==> src/rtl/uart_loader.sv <==
// UART boot loader: receives a sync/length/data/checksum frame on rx_i and writes
// each 32-bit word to the bus from BASE_ADDR upward while holding the CPU halted.
module uart_loader #(
    parameter int unsigned CLK_FREQ  = 50000000,
    parameter int unsigned BAUD      = 115200,
    parameter logic [31:0] BASE_ADDR = 32'h0000_0000
) (
    input  logic        clk,
    input  logic        rst,
    input  logic        rx_i,
    output logic [31:0] m_addr_o,
    output logic [31:0] m_data_o,
    output logic        m_req_o,
    output logic        m_we_o,
    input  logic        m_gnt_i,
    output logic        halt_o,
    output logic        done_o,
    output logic        err_o
);

    localparam int unsigned DIV  = CLK_FREQ / BAUD;
    localparam int unsigned HALF = DIV / 2;
    localparam int          CW   = $clog2(DIV + 1);
    localparam logic [CW-1:0] DIV_LAST  = CW'(DIV - 1);
    localparam logic [CW-1:0] HALF_LAST = CW'(HALF - 1);

    typedef enum logic [1:0] {RX_IDLE, RX_START, RX_DATA, RX_STOP} rx_state_t;
    typedef enum logic [2:0] {IDLE, LEN0, LEN1, DATA, WRITE, CSUM, DONE, ERR} state_t;

    logic            rx_meta, rx_sync, rx_prev;
    rx_state_t       rx_state, rx_state_next;
    logic [CW-1:0]   rx_cnt;
    logic [2:0]      rx_bit;
    logic [7:0]      rx_shift;
    logic            rx_tick;
    logic            byte_stb, frame_err;
    logic [7:0]      byte_data;

    state_t          state, state_next;
    logic [15:0]     count, index;
    logic [7:0]      csum;
    logic [31:0]     word;
    logic [1:0]      byte_idx;
    logic            buf_valid;
    logic [7:0]      buf_data;
    logic            done_q, err_q;
    logic            use_buf, have_byte, consume, xfer, last_word;
    logic [7:0]      cur_byte;

    // Receiver: start is checked at mid-bit, later bits every DIV cycles from there
    assign rx_tick = (rx_state == RX_START) ? (rx_cnt == HALF_LAST) : (rx_cnt == DIV_LAST);

    always_comb begin
        rx_state_next = rx_state;
        case (rx_state)
            RX_IDLE:  if (rx_prev && !rx_sync) rx_state_next = RX_START;
            RX_START: if (rx_tick) rx_state_next = rx_sync ? RX_IDLE : RX_DATA;
            RX_DATA:  if (rx_tick && rx_bit == 3'd7) rx_state_next = RX_STOP;
            RX_STOP:  if (rx_tick) rx_state_next = RX_IDLE;
            default:  rx_state_next = RX_IDLE;
        endcase
    end

    always_ff @(posedge clk or negedge rst) begin
        if (!rst) begin
            rx_meta   <= 1'b1;
            rx_sync   <= 1'b1;
            rx_prev   <= 1'b1;
            rx_state  <= RX_IDLE;
            rx_cnt    <= '0;
            rx_bit    <= '0;
            rx_shift  <= '0;
            byte_stb  <= 1'b0;
            frame_err <= 1'b0;
            byte_data <= '0;
        end else begin
            rx_meta   <= rx_i;
            rx_sync   <= rx_meta;
            rx_prev   <= rx_sync;
            rx_state  <= rx_state_next;
            byte_stb  <= 1'b0;
            frame_err <= 1'b0;
            if (rx_state == RX_IDLE || rx_tick)
                rx_cnt <= '0;
            else
                rx_cnt <= rx_cnt + CW'(1);
            if (rx_state == RX_START)
                rx_bit <= '0;
            if (rx_state == RX_DATA && rx_tick) begin
                rx_shift <= {rx_sync, rx_shift[7:1]};
                rx_bit   <= rx_bit + 3'd1;
            end
            if (rx_state == RX_STOP && rx_tick) begin
                if (rx_sync) begin
                    byte_stb  <= 1'b1;
                    byte_data <= rx_shift;
                end else begin
                    frame_err <= 1'b1;
                end
            end
        end
    end

    // A byte parked during WRITE is consumed ahead of any newly arriving one
    assign use_buf   = buf_valid && (state != WRITE);
    assign have_byte = use_buf || (byte_stb && state != WRITE);
    assign cur_byte  = use_buf ? buf_data : byte_data;
    assign consume   = have_byte && (state inside {LEN0, LEN1, DATA, CSUM});
    assign xfer      = (state == WRITE) && m_gnt_i;
    assign last_word = (index + 16'd1) == count;

    always_comb begin
        state_next = state;
        case (state)
            IDLE:  if (have_byte && cur_byte == 8'hA5) state_next = LEN0;
            LEN0:  if (have_byte) state_next = LEN1;
            LEN1:  if (have_byte) state_next = ({cur_byte, count[7:0]} != 16'd0) ? DATA : CSUM;
            DATA:  if (have_byte && byte_idx == 2'd3) state_next = WRITE;
            WRITE: begin
                if (byte_stb && buf_valid)
                    state_next = ERR;
                else if (xfer)
                    state_next = last_word ? CSUM : DATA;
            end
            CSUM:  if (have_byte) state_next = (cur_byte == csum) ? DONE : ERR;
            DONE:  state_next = IDLE;
            ERR:   state_next = IDLE;
            default: state_next = IDLE;
        endcase
        if (frame_err && state != IDLE)
            state_next = ERR;
    end

    always_ff @(posedge clk or negedge rst) begin
        if (!rst)
            state <= IDLE;
        else
            state <= state_next;
    end

    always_ff @(posedge clk or negedge rst) begin
        if (!rst) begin
            count     <= '0;
            index     <= '0;
            csum      <= '0;
            word      <= '0;
            byte_idx  <= '0;
            buf_valid <= 1'b0;
            buf_data  <= '0;
            done_q    <= 1'b0;
            err_q     <= 1'b0;
        end else begin
            if (state == IDLE && state_next == LEN0) begin
                done_q   <= 1'b0;
                err_q    <= 1'b0;
                csum     <= '0;
                index    <= '0;
                byte_idx <= '0;
            end
            if (consume && state != CSUM)
                csum <= csum ^ cur_byte;
            if (consume && state == LEN0)
                count[7:0] <= cur_byte;
            if (consume && state == LEN1)
                count[15:8] <= cur_byte;
            if (consume && state == DATA) begin
                word[{byte_idx, 3'b000} +: 8] <= cur_byte;
                byte_idx <= byte_idx + 2'd1;
            end
            if (xfer)
                index <= index + 16'd1;

            if (state == WRITE && byte_stb) begin
                buf_valid <= 1'b1;
                buf_data  <= byte_data;
            end else if (use_buf) begin
                if (byte_stb)
                    buf_data <= byte_data;
                else
                    buf_valid <= 1'b0;
            end
            if (state == DONE || state == ERR)
                buf_valid <= 1'b0;

            if (state_next == DONE && state != DONE)
                done_q <= 1'b1;
            if (state_next == ERR && state != ERR)
                err_q <= 1'b1;
        end
    end

    assign m_req_o  = (state == WRITE);
    assign m_we_o   = (state == WRITE);
    assign m_addr_o = (state == WRITE) ? (BASE_ADDR + {14'd0, index, 2'b00}) : 32'd0;
    assign m_data_o = (state == WRITE) ? word : 32'd0;
    assign halt_o   = state inside {LEN0, LEN1, DATA, WRITE, CSUM};
    assign done_o   = done_q;
    assign err_o    = err_q;

endmodule

==> config.mk <==
export PLATFORM = sky130hd
export DESIGN_NAME = uart_loader
export DESIGN_NICKNAME = d
export VERILOG_FILES = /design/src/rtl/uart_loader.sv
export SDC_FILE = /design/constraint.sdc
export NUM_CORES = 1
export LEC_CHECK = 0
export CAP_MARGIN = 20
export CORE_ASPECT_RATIO = 1.1
export CORE_MARGIN = 10
export CORE_UTILIZATION = 35
export DETAILED_ROUTE_END_ITERATION = 10
export HOLD_SLACK_MARGIN = 0.12
export SYNTH_ARGS = -nofsm -noshare
export SYNTH_HDL_FRONTEND = slang
export SYNTH_SLANG_ARGS = --single-unit
export TNS_END_PERCENT = 10
==> constraint.sdc <==
create_clock -name clk -period 2.05 [get_ports clk]
set_input_delay 0.205 -clock clk [delete_from_list [all_inputs] [get_ports clk]]
set_output_delay 0.205 -clock clk [all_outputs]
set_load 0.01 [all_outputs]
==> results, run 1 <==
- Yosys attributes the largest share of cell area to dfrtp_1 44%, and2_1 5.4%, mux2_2 4.4%.
- The primary flip-flop cell chosen by synthesis mapping is dfrtp_1.
- After synthesis, the largest area contributor takes up 43.84% of total cell area.
- The pre-antenna-repair detailed-routing pass consisted of 4 iterations.
- TritonCTS built the clock tree.
- The cell at the root of the clock tree is clkbuf_16.
- The initial core utilization is 35.74%.
- Summed over all cells, the static leakage comes to 0.004229 uW.
- Counting the fill cells in the layout gives 1828.
- The portion of the post-synthesis area used by sequential elements is 44.99%.
- For this run, the number of Yosys warnings is 0.
- Averaged over all synthesized cells, the footprint is 9.554 um2.
- The hold violation count in the final report is 0.
- The wire length of the first global-routing pass is 30790 um.
- The number of global-route vias before repair is 5859.
- From left edge to right edge, the die measures 153.4 um.
- The critical path ends at state[0]$_DFF_PN0_.
- The total number of vias is 5774.
- In the post-route analysis, the smallest setup slack over all paths is -0.2806 ns.
- The tightest min-delay check is of the input port to register type.
- After detailed routing, the average wire length per cell comes to 16.61 um.
- The startpoint type of the worst setup path is a register.
- From synthesis to final layout, the design area changed by 32.29%.
- The final reports fail on negative setup slack.
- The detail route stage leaves a number of antenna-violating nets equal to 0.
- The cell row count is 53.
- The synthesized design contains 123 register bits.
- Synthesis handed over a netlist of 717 instances.
- Buffers placed on the I/O ports in this run total 56.
- The worst pin sits at a relative slew slack of 54.41%.
- The count of max-cap constraint violations is 0.
- The average vias per placed instance is 5.128.
- The net count of the finished layout is 880.
- The number of flops mapped to enable cells by yosys is 0.
- The violation count after the first detailed-routing iteration is 340.
- The floorplan step defined a die boundary enclosing 0.02557 mm2.
- The depth of the worst register-to-register path is 9.
- The flop-to-flop setup slack is -0.28 ns.
- The post-detailed-route DRC marker count is 0.
- The area of the mapped netlist is 0.006850 mm2.
- The weighted congestion reported at the end of routability-driven placement is 0.9000.
- The register cell area after layout is 0.003082 mm2.
- Setup repair after global routing could not meet its margin everywhere.
- The required time reported for the critical path endpoint is 2.36 ns.
- Of all nets on the critical path, the largest fanout is 5.
- The total of endpoints with negative setup slack in the final report is 64.
- 0 antenna diodes ended up in the layout.
- The clock-pin slew on the worst setup and hold paths is 0.06 ns.
- Pin placement for this block handled 73 I/O pins.
- The worst flop-to-flop path endpoint is state[0]$_DFF_PN0_.
- The signal arrival time at the worst endpoint is 2.64 ns.
- The clock insertion delay at the later pin of the skew report is 0.43 ns.
- The final cycle utilization of the critical path is 113.7%.
- In the post-synthesis netlist, the cell with the most instances is dfrtp_1.
- The number of antenna violations at the first check in global routing came to 0.
- The worst-case vdd ir drop is 0.6481 mV.
- Detailed placement ended at an HPWL of 13130 um.
- In the synthesized netlist, the cells that appear most often are 120 x dfrtp_1, 75 x nand2_1, 59 x and2_1, 57 x o21ai_0, 40 x nor2_1.
- The number of max-slew violations in the final report is 0.
- The region available for standard cell placement spans 0.01916 mm2.
- The total power consumption of the routed design is 7377 uW.
- The pin slew with the least headroom to its limit is 0.6747 ns.
- The post-route netlist has 30.94% of its cells at a drive strength greater than 1.
- Dividing total power by cell area gives a power density of 814.0 mW/mm2.
- The worst hold slack is 0.1835 ns.
- The critical path capture point type is a register.
- For this block, the routed nets add up to 18710 um of wire.
- Entering global routing, the biggest net connects 77 pins.
- The area of the multi-input gates is 0.003641 mm2.
- The total overflow left after global routing is 0.
- The clock skew is 0.01175 ns.
- Measured along the y axis, the die boundary spans 166.7 um.
- Counting the buffers created by CTS gives 17.
- Counting along the longest clock path gives a buffer depth of 2.
- Tracing the worst setup path back leads to its startpoint at state[1]$_DFF_PN0_.
- The clock drives 123 sinks.
- The startpoint identified for the worst register-to-register timing path is state[1]$_DFF_PN0_.
- For this run, asynchronously set or reset flops after synthesis account for 100.0%.
- The number of distinct library cells after synthesis is 65.
- The routed design could run at a clock period as short as 2.331 ns.
- The all-layer global routing usage is 14.63%.
- In this run the number of H-tree levels came out at 4.
- The category of the critical setup timing path is register to register.
- Summed over all instances, the cell type with the most area after synthesis is dfrtp_1.
- The flow ran to the end, but the final reports show violations.
- Based on the critical path, the design can be clocked at up to 429.1 MHz.
-- cell usage in the layout, fill, tap and decap left out, drive strengths merged, types with 15 or more instances in the layout --
cell type	netlist	routed
o21ai	60	60
mux2	27	27
conb	1	16
dfrtp	120	120
nand3	21	21
o31ai	38	38
nand2	75	75
buf	26	168
a21oi	19	19
clkbuf	33	21
and2	60	60
xor2	15	15
nor2	40	40
xnor2	21	21
-- cells by family after synthesis --
family,share of synthesized area [%]
simple gates,22.19
fa+ha+maj,1.644
buf+inv,5.205
compound gates,16.29
xor+xnor,4.603
mux,5.023
flops,44.99
other cells,0.05474
-- worst min-delay path by stage --
stage               from                          to  slack, ns  cells after the start
floorplan            rst  asynchronous set/reset pin      -0.09                      0
global placement     rst     rx_shift[5]$_DFFE_PN0P_       0.13                      1
detailed placement   rst     rx_shift[4]$_DFFE_PN0P_       0.13                      1
CTS                 rx_i           rx_meta$_DFF_PN1_       0.17                      1
global route        rx_i           rx_meta$_DFF_PN1_       0.18                      1
finish              rx_i           rx_meta$_DFF_PN1_       0.18                      1
-- power breakdown --
group          internal (uW)  total (uW)  switching, uW
Combinational            822        1740            917
Clock                   1840        2930           1100
Sequential              2570        2710            140
-- metrics by stage --
step	TNS (ns)	setup slack [ns]	util [%]	cell area, um2	cells
CTS	-7.049	-0.2646	46.45	8902	1124
global placement	-7.906	-0.2576	43.60	8356	1083
floorplan	-0.6542	-0.1121	-	6939	732
detailed placement	-10.94	-0.3075	43.60	8356	1083
finish	-6.481	-0.2806	47.29	9062	1126
global route	-13.02	-0.4155	47.29	9062	1126
-- state kept, by name, summed over array words and instances (netlist names), 2 cells and up, named ones only --
name / flops
buf_data: 8
byte_data: 8
byte_idx: 2
count: 16
csum: 8
index: 16
rx_bit: 3
rx_cnt: 9
rx_shift: 8
state: 3
word: 32
-- area by class of cell --
class	instances	share of cell area, %
clock buffers	20	5.039
clock inverters	11	1.339
inverters	12	0.6351
multi-input cells	538	40.18
flip-flops and latches	123	34.01
well taps	247	3.410
repair buffers	175	15.39
-- layer usage --
metal  routed length [um]  global-route usage, %  vias to the layer above
met1                 7844                  17.38                     2822
met3                  740                  3.503                       29
li1                     -                      -                     2822
met2                 9722                  25.07                      101
met4                  399                  5.384                        0
met5                    0                      0                        -
-- critical path, cell delays in order (launching register included) --
cell and delay (ns):
dfrtp_1 0.37, or3b_4 0.41, buf_6 0.15, buf_6 0.12
buf_6 0.13, a211oi_4 0.26, xnor2_1 0.13, nor4_2 0.25
nand2_1 0.15, a21bo_2 0.24
-- repair_timing --
item                       in CTS  in global routing
gates cloned                    2                  1
resized for setup             240                 41
hold endpoints to repair      120                  0
hold buffers                    1                  0
setup endpoints to repair     102                119
setup buffers                   7                  1
pin swaps                       8                  7
Power figures use the tool's default switching activity.
==> run 2, diff against run 1 <==
--- a/config.mk
+++ b/config.mk
@@ -10,7 +10,6 @@
 export CORE_MARGIN = 10
 export CORE_UTILIZATION = 35
 export DETAILED_ROUTE_END_ITERATION = 10
-export HOLD_SLACK_MARGIN = 0.12
 export SYNTH_ARGS = -nofsm -noshare
 export SYNTH_HDL_FRONTEND = slang
 export SYNTH_SLANG_ARGS = --single-unit
==> results of run 2 <==
The final DEF is identical to that of run 1; final timing and power are the same.
==> run 3, diff against run 2 <==
--- a/config.mk
+++ b/config.mk
@@ -8,7 +8,7 @@
 export CAP_MARGIN = 20
 export CORE_ASPECT_RATIO = 1.1
 export CORE_MARGIN = 10
-export CORE_UTILIZATION = 35
+export CORE_UTILIZATION = 30
 export DETAILED_ROUTE_END_ITERATION = 10
 export SYNTH_ARGS = -nofsm -noshare
 export SYNTH_HDL_FRONTEND = slang
==> run 3 against run 2 <==
Critical path depth down 1. Largest cell class unchanged. Hold slack about the same. Clock skew up 0.00053 ns. Flip-flop and latch count unchanged. Highest routed layer unchanged. Sequential share of layout area down 0.66 points. First-iteration DRC count down 29%. The run still ends with negative setup slack left. Non-clock buffer count up 5. Total power about the same. Setup slack better by 0.097 ns. Maximum frequency up 4.3%. Cell count up 4.8%.
==> results, run 3 (synthesized netlist as in run 1, its figures left out) <==
- The flow ran to the end, but the final reports show violations.
- The final reports fail on negative setup slack.
- In this run the power spent charging and discharging nets is 2153 uW.
- The register with the most flip-flops in the layout has 32 of them.
- The total of buffers placed on input and output ports is 56.
- The achievable clock frequency is 447.7 MHz.
- Setup violations remaining at the end of the flow were counted as 31.
- At the end of routability-driven placement, the weighted congestion stood at 0.8105.
- The number of max-slew violations in the final report was 0.
- Wire segments on met2 add up to 9576 um in the final route.
- The number of global-route vias before repair is 5686.
- The master of the slowest instance on the critical path is or3b_4.
- The first-pass iteration count of the detailed router is 4.
- The CTS tree is built.
- The die covers 0.02929 mm2.
- The library cell used most frequently in the layout, excluding fill and tap cells, is dfrtp_1.
- The design draws 7372 uW.
- The detailed router finished its first iteration with 241 violations.
- The peak per-stage delay on the critical path is 0.43 ns.
- The wire length of the first global-routing pass is 30060 um.
- Row generation in the floorplan step produced 57 rows.
- The critical path depth in cells is 8.
- The number of H-tree branching levels is 4.
- In the final layout, the share of cells above drive strength 1 is 32.43%.
- The count of buffer and inverter cells on the critical path is 2.
- The hold violation count in the final report is 0.
- The worst register-to-register path ends at state[0]$_DFF_PN0_.
- The initial core utilization is 30.79%.
- At the placement stage, the worst setup path has a slack of -0.2666 ns.
- The chip height is 178.5 um.
- The worst setup path is of the register to register kind.
- The relative slew slack is 53.51%.
- After detailed routing, no signal wire sits above met4.
- The remaining global-route overflow is 0.
- After layout, the worst setup slack is -0.1837 ns.
- The all-layer global routing usage is 12.92%.
- The share of total power consumed by net switching is 29.21%.
- The I/O pin count is 73.
- The cell type group with the largest total delay on the critical path is simple AND/OR/NAND/NOR gates.
- The count of inserted antenna diode cells is 0.
- On the final layout, the worst hold slack is 0.1838 ns.
- The pin slew with the least headroom to its limit is 0.6973 ns.
- The routed layout has 5770 vias.
- Traced cell by cell, the critical path runs through or3b_4 > buf_6 > buf_12 > a211oi_4 > xnor2_2 > nor4_2 > nand2_1 > a21bo_2.
- Sequential cells burn 36.8% of the power.
- The core region is 0.02225 mm2.
- For the worst flop-to-flop path, the logic depth is 8.
- The clock power share is 39.7%.
- The count of filler cells inserted in the layout is 2217.
- For this run, design rule violations remaining after detail routing come to 0.
- The maximum number of pins on one net before global-route repair is 124.
- The required time reported for the critical path endpoint is 2.36 ns.
- The area overhead of the layout relative to synthesis is 35.14%.
- The register with the most flip-flops in the final layout is word.
- The worst register-to-register path begins at state[1]$_DFF_PN0_.
- The root buffer cell chosen for the clock tree is clkbuf_16.
- The destination of the critical timing path is state[0]$_DFF_PN0_.
- The internal portion of the total power is 5219 uW.
- The highest net fanout along the worst path is 9.
- Clock tree synthesis inserted a total of 17 buffers.
- The startpoint type of the worst setup path is a register.
- Combinational logic is responsible for 23.5% of the overall power.
- The clock-pin slew on the worst setup and hold paths is 0.06 ns.
- In this run the remaining antenna-violating nets after routing total 0.
- Setup slack on the worst reg-to-reg path comes out at -0.18 ns.
- In the final design database the tool counted 885 nets.
- For this block, wires on met1 add up to 7932 um.
- VDD sags by at most 0.7026 mV.
- In the final layout, the registers with the most flip-flops are word: 32 flops, count: 16 flops, index: 16 flops.
- Setup repair after global routing could not meet its margin everywhere.
- In this run the power density over the cells is 796.3 mW/mm2.
- The met3 wire length is 733 um.
- The number of antenna violations at the first check in global routing is 0.
- Dividing the detail-routed via count by the number of cells gives 4.890.
- In this run the horizontal extent of the chip is 164.1 um.
- The tool flagged a number of max-cap violations equal to 0.
- No sink is reached through more buffers than the 2 on the longest clock path.
- The post-detailed-routing wire length is 18630 um.
- Across the routed clock network, the largest skew measured is 0.01229 ns.
- The critical path capture point type is a register.
- The clock sink count is 123.
- The placed wire-length estimate is 13370 um.
- The critical path launch point is state[1]$_DFF_PN0_.
- At the later pin of the worst-skew pair, clock insertion delay measures 0.42 ns.
- Subtracting the final worst setup slack from the clock period gives 2.234 ns.
- Of the available clock period, the critical path in the final layout requires 109.0%.
- In this run the worst hold path is classified as input port to register.
- For the worst setup path, the data arrival time is 2.55 ns.
- In the layout the commonest cells are 116 x dfrtp_1, 112 x buf_4, 75 x nand2_1.
- The leakage power of the design is 0.004263 uW.
- In the final routed layout, each cell accounts on average for 15.79 um.
## run 3: cell types whose count changed in the layout (fill, tap and decap cells not counted), sizes merged
| cell | previous run | this run |
|---|---|---|
| inv | 11 | 12 |
| clkdlybuf4s15 | 0 | 2 |
| clkinvlp | 5 | 3 |
| clkinv | 5 | 3 |
| clkbuf | 21 | 24 |
| buf | 168 | 172 |
## run 3: metrics by stage
stage               instance area [um2]  std cells  utilization (%)  setup TNS (ns)
floorplan                          6939        732                -         -0.6542
global placement                   8488       1139            38.15          -7.009
detailed placement                 8488       1139            38.15          -12.34
CTS                                9065       1178            40.74          -4.636
global route                       9258       1180            41.60          -6.328
finish                             9258       1180            41.60          -2.561
## run 3: per-layer routing
layer	global-route usage (%)	up-vias
li1	-	2821
met1	15.16	2833
met2	22.28	94
met3	3.067	22
met4	5.030	0
met5	0	-
## run 3: cell type report
cell class                      count  area (um2)  area share (%)
Timing Repair Buffer              180        1501           16.22
Inverter                           12       50.05          0.5406
Multi-Input combinational cell    538        3681           39.76
Tap cell                          295       369.1           3.987
Clock buffer                       24       471.7           5.095
Clock inverter                      8       97.59           1.054
Sequential cell                   123        3087           33.34
## run 3: worst min path at each step
stage	from	endpoint	slack [ns]	depth (start not counted)
2_1_floorplan	rst	asynchronous set/reset pin	-0.09	0
3_3_place_gp	rx_meta$_DFF_PN1_	rx_sync$_DFF_PN1_	0.35	0
3_5_place_dp	rx_meta$_DFF_PN1_	rx_sync$_DFF_PN1_	0.35	0
4_1_cts	rx_i	rx_meta$_DFF_PN1_	0.17	1
5_1_grt	rx_i	rx_meta$_DFF_PN1_	0.19	1
6_report	rx_i	rx_meta$_DFF_PN1_	0.18	1
## run 3: power groups by stage
stage / combinational [uW] / sequential [uW] / clock [uW]
after CTS: 1660 / 2700 / 2980
after floorplan: 858 / 2740 / 0
after detailed placement: 1500 / 2740 / 0
final: 1730 / 2710 / 2930
after global routing: 1880 / 2730 / 3100
after global placement: 1480 / 2730 / 0
## run 3: repair_timing
item	4_1_cts	5_1_grt
hold endpoints to repair	120	0
pin swaps	10	18
hold buffers	1	0
setup buffers	5	2
gates resized for setup	236	72
gates cloned	1	0
setup endpoints to repair	97	105
